`config.mk`:
```
export PLATFORM = sky130hd
export DESIGN_NAME = shift_width_converter
export DESIGN_NICKNAME = d
export VERILOG_FILES = /design/src/rtl/shift_width_converter.sv
export SDC_FILE = /design/constraint.sdc
export NUM_CORES = 1
export LEC_CHECK = 0
export ABC_CLOCK_PERIOD_IN_PS = 4200
export CORE_MARGIN = 3
export CORE_UTILIZATION = 35
export CTS_CLUSTER_DIAMETER = 60
export CTS_CLUSTER_SIZE = 20
export DETAILED_ROUTE_END_ITERATION = 10
export MAX_ROUTING_LAYER = met4
export PLACE_DENSITY_LB_ADDON = 0.3
export REMOVE_ABC_BUFFERS = 1
export SYNTH_ARGS = -nofsm -noshare
export SYNTH_HDL_FRONTEND = slang
export SYNTH_SLANG_ARGS = --single-unit
```
`constraint.sdc`:
```
create_clock -name Clock -period 4.2 [get_ports Clock]
set_clock_uncertainty 0.15 [all_clocks]
set_input_delay 1.05 -clock Clock [delete_from_list [all_inputs] [get_ports Clock]]
set_output_delay 1.05 -clock Clock [all_outputs]
set_load 0.05 [all_outputs]
```
`src/rtl/shift_width_converter.sv`:
```
// Ready/valid width converter: serialises wide words (IWidth > OWidth) or accumulates narrow ones (OWidth > IWidth).
// Latency: one cycle from input accept to first output chunk / full word; full throughput, no bubbles between words.
// Backpressure: OutReady=0 holds OutData stable; InAccept drops until the held word/chunk set can drain. Checker macro: SHIFT_WIDTH_CONVERTER_CHECK_EN.
module shift_width_converter #(
    parameter int IWidth  = 32,
    parameter int OWidth  = 8,
    parameter bit Reverse = 1'b0
) (
    input  logic              Clock,
    input  logic              Reset,
    input  logic [IWidth-1:0] InData,
    input  logic              InValid,
    output logic              InAccept,
    output logic [OWidth-1:0] OutData,
    output logic              OutValid,
    input  logic              OutReady
);

    localparam int Ratio = (IWidth > OWidth) ? IWidth / OWidth : OWidth / IWidth;
    localparam int CntW  = $clog2(Ratio + 1);

    logic inXfer;
    logic outXfer;

    assign inXfer  = InValid & InAccept;
    assign outXfer = OutValid & OutReady;

    generate
        if (IWidth > OWidth) begin : gDown
            logic [IWidth-1:0] holdReg;
            logic [CntW-1:0]   chunkCnt;
            logic [CntW-1:0]   selIdx;
            logic              full;
            logic              lastChunk;
            logic [OWidth-1:0] chunks [Ratio];

            for (genvar k = 0; k < Ratio; k++) begin : gChunk
                assign chunks[k] = holdReg[k*OWidth +: OWidth];
            end

            assign lastChunk = (chunkCnt == CntW'(Ratio - 1));
            assign selIdx    = Reverse ? (CntW'(Ratio - 1) - chunkCnt) : chunkCnt;
            assign InAccept  = ~full | (outXfer & lastChunk);
            assign OutValid  = full;
            assign OutData   = chunks[selIdx];

            // A load in the same cycle as the last chunk leaves full set: no bubble.
            always_ff @(posedge Clock or negedge Reset) begin
                if (!Reset) begin
                    holdReg  <= '0;
                    chunkCnt <= '0;
                    full     <= 1'b0;
                end else if (inXfer) begin
                    holdReg  <= InData;
                    chunkCnt <= '0;
                    full     <= 1'b1;
                end else if (outXfer) begin
                    if (lastChunk) begin
                        chunkCnt <= '0;
                        full     <= 1'b0;
                    end else begin
                        chunkCnt <= chunkCnt + 1'b1;
                    end
                end
            end
        end else if (OWidth > IWidth) begin : gUp
            logic [OWidth-1:0] accReg;
            logic [CntW-1:0]   fillCnt;
            logic [CntW-1:0]   baseFill;
            logic [CntW-1:0]   slotIdx;

            // An output transfer frees the whole accumulator, so a concurrent input becomes word 0.
            assign baseFill = outXfer ? '0 : fillCnt;
            assign slotIdx  = Reverse ? (CntW'(Ratio - 1) - baseFill) : baseFill;
            assign OutValid = (fillCnt == CntW'(Ratio));
            assign InAccept = (fillCnt < CntW'(Ratio)) | OutReady;
            assign OutData  = accReg;

            always_ff @(posedge Clock or negedge Reset) begin
                if (!Reset) begin
                    accReg  <= '0;
                    fillCnt <= '0;
                end else begin
                    for (int k = 0; k < Ratio; k++) begin
                        if (inXfer && (slotIdx == CntW'(k))) begin
                            accReg[k*IWidth +: IWidth] <= InData;
                        end
                    end
                    if (outXfer) begin
                        fillCnt <= inXfer ? CntW'(1) : '0;
                    end else if (inXfer) begin
                        fillCnt <= fillCnt + 1'b1;
                    end
                end
            end
        end else begin : gEqual
            logic [IWidth-1:0] dataReg;
            logic              vldReg;

            assign InAccept = ~vldReg | OutReady;
            assign OutValid = vldReg;
            assign OutData  = dataReg;

            always_ff @(posedge Clock or negedge Reset) begin
                if (!Reset) begin
                    dataReg <= '0;
                    vldReg  <= 1'b0;
                end else if (inXfer) begin
                    dataReg <= InData;
                    vldReg  <= 1'b1;
                end else if (outXfer) begin
                    vldReg  <= 1'b0;
                end
            end
        end
    endgenerate

`ifdef SHIFT_WIDTH_CONVERTER_CHECK_EN
    logic              prevValid;
    logic              prevAccept;
    logic [IWidth-1:0] prevData;

    initial begin
        if (((IWidth % OWidth) != 0) && ((OWidth % IWidth) != 0)) begin
            $display("ERROR %m: IWidth=%0d and OWidth=%0d are not integer multiples", IWidth, OWidth);
            $finish;
        end
    end

    // A stalled offer must be held: same data, valid kept high until accepted.
    always @(posedge Clock or negedge Reset) begin
        if (!Reset) begin
            prevValid  <= 1'b0;
            prevAccept <= 1'b1;
            prevData   <= '0;
        end else begin
            if (InValid && $isunknown(InData)) begin
                $display("WARNING %m: X/Z on InData while InValid at time %0t", $time);
            end
            if (prevValid && !prevAccept && (!InValid || (InData !== prevData))) begin
                $display("ERROR %m: input changed while stalled at time %0t", $time);
            end
            prevValid  <= InValid;
            prevAccept <= InAccept;
            prevData   <= InData;
        end
    end
`else
    // Checker not compiled in this build.
`endif

endmodule

```
== After elaboration in Yosys (flattened, before gate mapping) ==
Index checks and enable logic that the tools add are counted.
Operators by class
  add/sub/neg operators: 1
  $mul: 0
  div/mod/pow operators: 0
  magnitude comparators: 1
  equal/unequal tests: 1
  shift-type cells: 0
  muxes and demuxes: 9
  bitwise logic cells: 6
  reduce and logical (&&, ||, !) cells: 3
Operators with widths (count)
  8-bit binary-select mux with 2-bit select: 1
  8-bit 2-to-1 mux: 2
  3-bit 2-to-1 mux: 3
  4-bit by 3-bit greater-or-equal comparator with 1-bit output (second input constant): 1
  3-bit NOT with 4-bit output: 1
  2-bit nonzero test: 2
  3-bit by 1-bit adder with 3-bit output (second input constant): 1
  1-bit bitwise AND: 3
  3-bit by 2-bit equality test with 1-bit output (second input constant): 1
  1-bit 2-to-1 mux: 3
  2-bit AND reduction: 1
  1-bit NOT: 1
  1-bit OR: 1
Storage, ports and cells
  bits in registers: 36
  latch bits: 0
  RAM bits: 0
  bits in read-only memories: 0
  input port bits: 36
  output and inout port bits: 10
  logic and storage cells: 24
  memories kept: 0

== Longest topological paths before layout ==
  depth after elaboration: 6
  depth in mapped cells: 5
  gate-level depth less buffers: 4

== Worst setup path after synthesis ==
OpenSTA, ideal clock, no wires.
  path type: input -> output
  start point: input port OutReady
  end point: output port InAccept
  arrival: 1.499 ns
  required time: 3.000 ns
  path slack: 1.501 ns
  stages on the path: 2
  path buffers: 0
  cell sequence: nand3b_4 nand2_1
Between the ends
  cells in the longest elaborated chain, start to end: 3
RTL lines
  from (decl): RTL line 16  | input logic OutReady
  1-bit bitwise AND: RTL line 26  | assign outXfer = OutValid & OutReady;
  1-bit bitwise AND: RTL line 43  | assign InAccept = ~full | (outXfer & lastChunk);
  1-bit OR: RTL line 43
  to (decl): RTL line 13  | output logic InAccept,
Every way passes these cells.

== Worst setup path after layout ==
Ends and elaborated chain as after synthesis.

==> summary.md <==
| Metric | Value |
|---|---|
| Status | `finished clean` |
| Max-slew violations | `0` |
| Syn Std Cell Area | `1608 um^2` |
| Global placer's final weighted congestion | `0.6862` |
| # setup viols final | `0` |
| Slowest CP cell | `clkdlybuf4s50_1` |
| Core area | `4384 um^2` |
| Die Y | `73.78 um` |
| Post-synth top flop | `dfrtp_1` |
| Yosys top cell by area | `dfrtp_1` |
| Worst EP required | `3.00 ns` |
| Post-layout util | `49.94%` |
| Number of global-route vias before repair | `1056` |
| CTS tree | `yes` |
| GR Overflow Total | `0` |
| Post-synth EDFFs | `0` |
| Grt met1 use | `14.52%` |
| Ant diodes | `0` |
| Fillers | `376` |
| Number of remaining DRC errors | `0` |
| Clock-pin slew on the worst setup and hold paths | `0.07 ns` |
| Setup bufs post-CTS | `0` |
| Fmax | `259.7 MHz` |
| Ratio of cells with drive above 1 in the final layout | `32.88%` |
| Cell row count | `24` |
| Final Cycle Share | `91.68%` |
| Largest net degree at the start of global routing | `37` |
| Total Nets Final | `182` |
| Die X | `73.78 um` |
| GR Util met3 | `3.967%` |
| Clk Tree Root Cell | `clkbuf_8` |
| DRT Wirelength | `3037 um` |
| Leak pwr | `0.9080 nW` |
| Final Hold Fails | `0` |
| Max-cap check violation count | `0` |
| Peak supply drop | `0.0004577 V` |
| CTS max path bufs | `2` |
| Crit end category | `output pin` |
| DRT Pass-1 Iters | `2` |
| Tot GR Track Use | `12.43%` |
| Die area | `5443 um^2` |
| Most frequent cells after synthesis | `36 x dfrtp_1, 28 x mux2_2, 8 x mux4_2, 4 x mux2_1` |
| Share of the synthesized area in the top cell type | `56.03%` |
| Critical path buffers and inverters | `2` |
| Crit Path Class | `primary input to output pin` |
| Synthesis Warnings | `0` |
| H-tree depth | `2` |
| Post-CTS sizing | `0` |
| Synth Register Bits | `36` |
| HP Class | `flop to flop` |
| Worst setup SP type | `primary input` |
| Cell family with most CP delay | `buffers and inverters` |
| Skew-Pair Late Insertion Delay | `0.28 ns` |
| Starting Density | `36.67%` |
| Minimum clock period | `3.850 ns` |
| Grt met2 use | `20.18%` |
| Initial antenna violation count | `0` |
| Top-count cell post-synth | `dfrtp_1` |
| TritonCTS buffer count | `5` |
| Top Usage Layer GRT | `met2` |
| Mean Syn Cell Area | `16.41 um^2` |
| Cells after Synth | `98` |
| Power Density | `816.9 nW/um^2` |
| DR WL/cell | `15.34 um` |
| Via count of the routed design | `982` |
| Critical path, cell by cell | `clkdlybuf4s50_1 -> nand3b_4 -> nand2_1 -> clkdlybuf4s50_1` |
| Synth area leaders | `dfrtp_1 56%, mux2_2 20%, mux4_2 11%, mux2_1 2.8%, buf_6 2.1%` |
| Count of buffers from port buffering | `45` |
| Detailed Place HPWL | `2192 um` |
| Register area share after synthesis | `56.03%` |
| Final ANT Viol Nets | `0` |
| Slew margin rel. | `47.00%` |
| RSZ-0062 raised after global routing | `no` |
| CP arrival | `2.65 ns` |
| First-pass GRT wire length | `4912 um` |
| # IOs | `46` |
| FFs w/ async S/R, synth | `100.0%` |
| Worst R2R Setup Slack | `1.82 ns` |
| Worst slew pin tran | `0.7951 ns` |
| Number of DRC markers in iteration 0 | `60` |
| Max incr delay on CP | `0.82 ns` |
| Synth cell types | `18` |
| CTS Hold Bufs | `0` |
| Area grow syn2layout | `36.19%` |
| Vias per inst | `4.960` |
| CP most frequent cell | `clkdlybuf4s50_1` |
| Setup TNS | `0 ns` |
| Clk sinks | `36` |
| Maximum fanout along the worst path | `4` |
state kept, by name, indices dropped and copies added (netlist names):
name,flops
gDown.holdReg,32
gDown.chunkCnt,3
OutValid,1
routing by layer:
layer | share of wire, % | vias up | routed length (um)
met5 | 0 | - | 0
met4 | 1.2 | 0 | 37
met3 | 6.2 | 5 | 189
met2 | 52 | 31 | 1579
met1 | 41 | 491 | 1231
li1 | - | 455 | -
area by class of cell:
class                      count  area [um^2]  share of cell area (%)
sequential                    36        900.9                   41.14
multi-input combinational     55        655.6                   29.94
timing repair buffer          46        452.9                   20.69
clock buffer                   5        68.82                   3.143
tap                           52        65.06                   2.971
clock inverter                 3        42.54                   1.943
inverter                       1        3.754                  0.1714
cells by family after synthesis:
logic type / Yosys count / synth area share (%)
muxes: 41 / 34.24
DFF: 36 / 56.03
AOI/OAI and AO/OA: 5 / 2.335
adders and majority gates: 1 / 0.7781
buffers and inverters: 7 / 3.189
and+or+nand+nor: 8 / 3.424
cell usage in the layout (no fill, tap or decap):
cell type,n
clkinvlp_4,1
a31oi_1,1
mux4_2,8
clkbuf_8,5
buf_4,1
a21oi_4,1
nand2_1,3
nand3_1,1
inv_1,1
ha_1,1
buf_2,1
mux2_2,28
mux2i_1,1
o21ai_0,3
clkinv_2,1
mux2_1,4
nand2b_1,3
dfrtp_1,36
clkdlybuf4s50_1,44
bufinv_16,1
nand3b_4,1
stage by stage:
step           std cells  worst slack, ns  cell area, um^2  hold slack (ns)  power [W]
6_report             198           0.3496             2190           0.3532   0.001789
4_1_cts              198           0.3388             2190           0.3569   0.001813
3_3_place_gp         190           0.3933             2078           0.3137   0.001484
5_1_grt              198           0.2974             2190           0.3666   0.001892
3_5_place_dp         190           0.3372             2078           0.3413   0.001512
2_1_floorplan         92            1.501             1560           0.3026   0.001235
power breakdown:
part,switching (W),internal (W)
Combinational,0.000438,0.000421
Sequential,0.000120,0.000513
Clock,0.000121,0.000176
final timing paths:
check,cells past startpoint,startpoint,endpoint
worst min register to register,1,gDown.holdReg[25]$_DFFE_PN0N_,gDown.holdReg[25]$_DFFE_PN0N_
max in group asynchronous,1,Reset,gDown.holdReg[24]$_DFFE_PN0N_
worst max-delay path,4,OutReady,InAccept
worst max register to register,5,gDown.chunkCnt[0]$_DFFE_PN0P_,gDown.holdReg[31]$_DFFE_PN0N_
worst min-delay path,1,gDown.holdReg[25]$_DFFE_PN0N_,gDown.holdReg[25]$_DFFE_PN0N_
min in group asynchronous,1,Reset,gDown.holdReg[9]$_DFFE_PN0N_
Note: power is estimated with default switching activity, not from simulation.
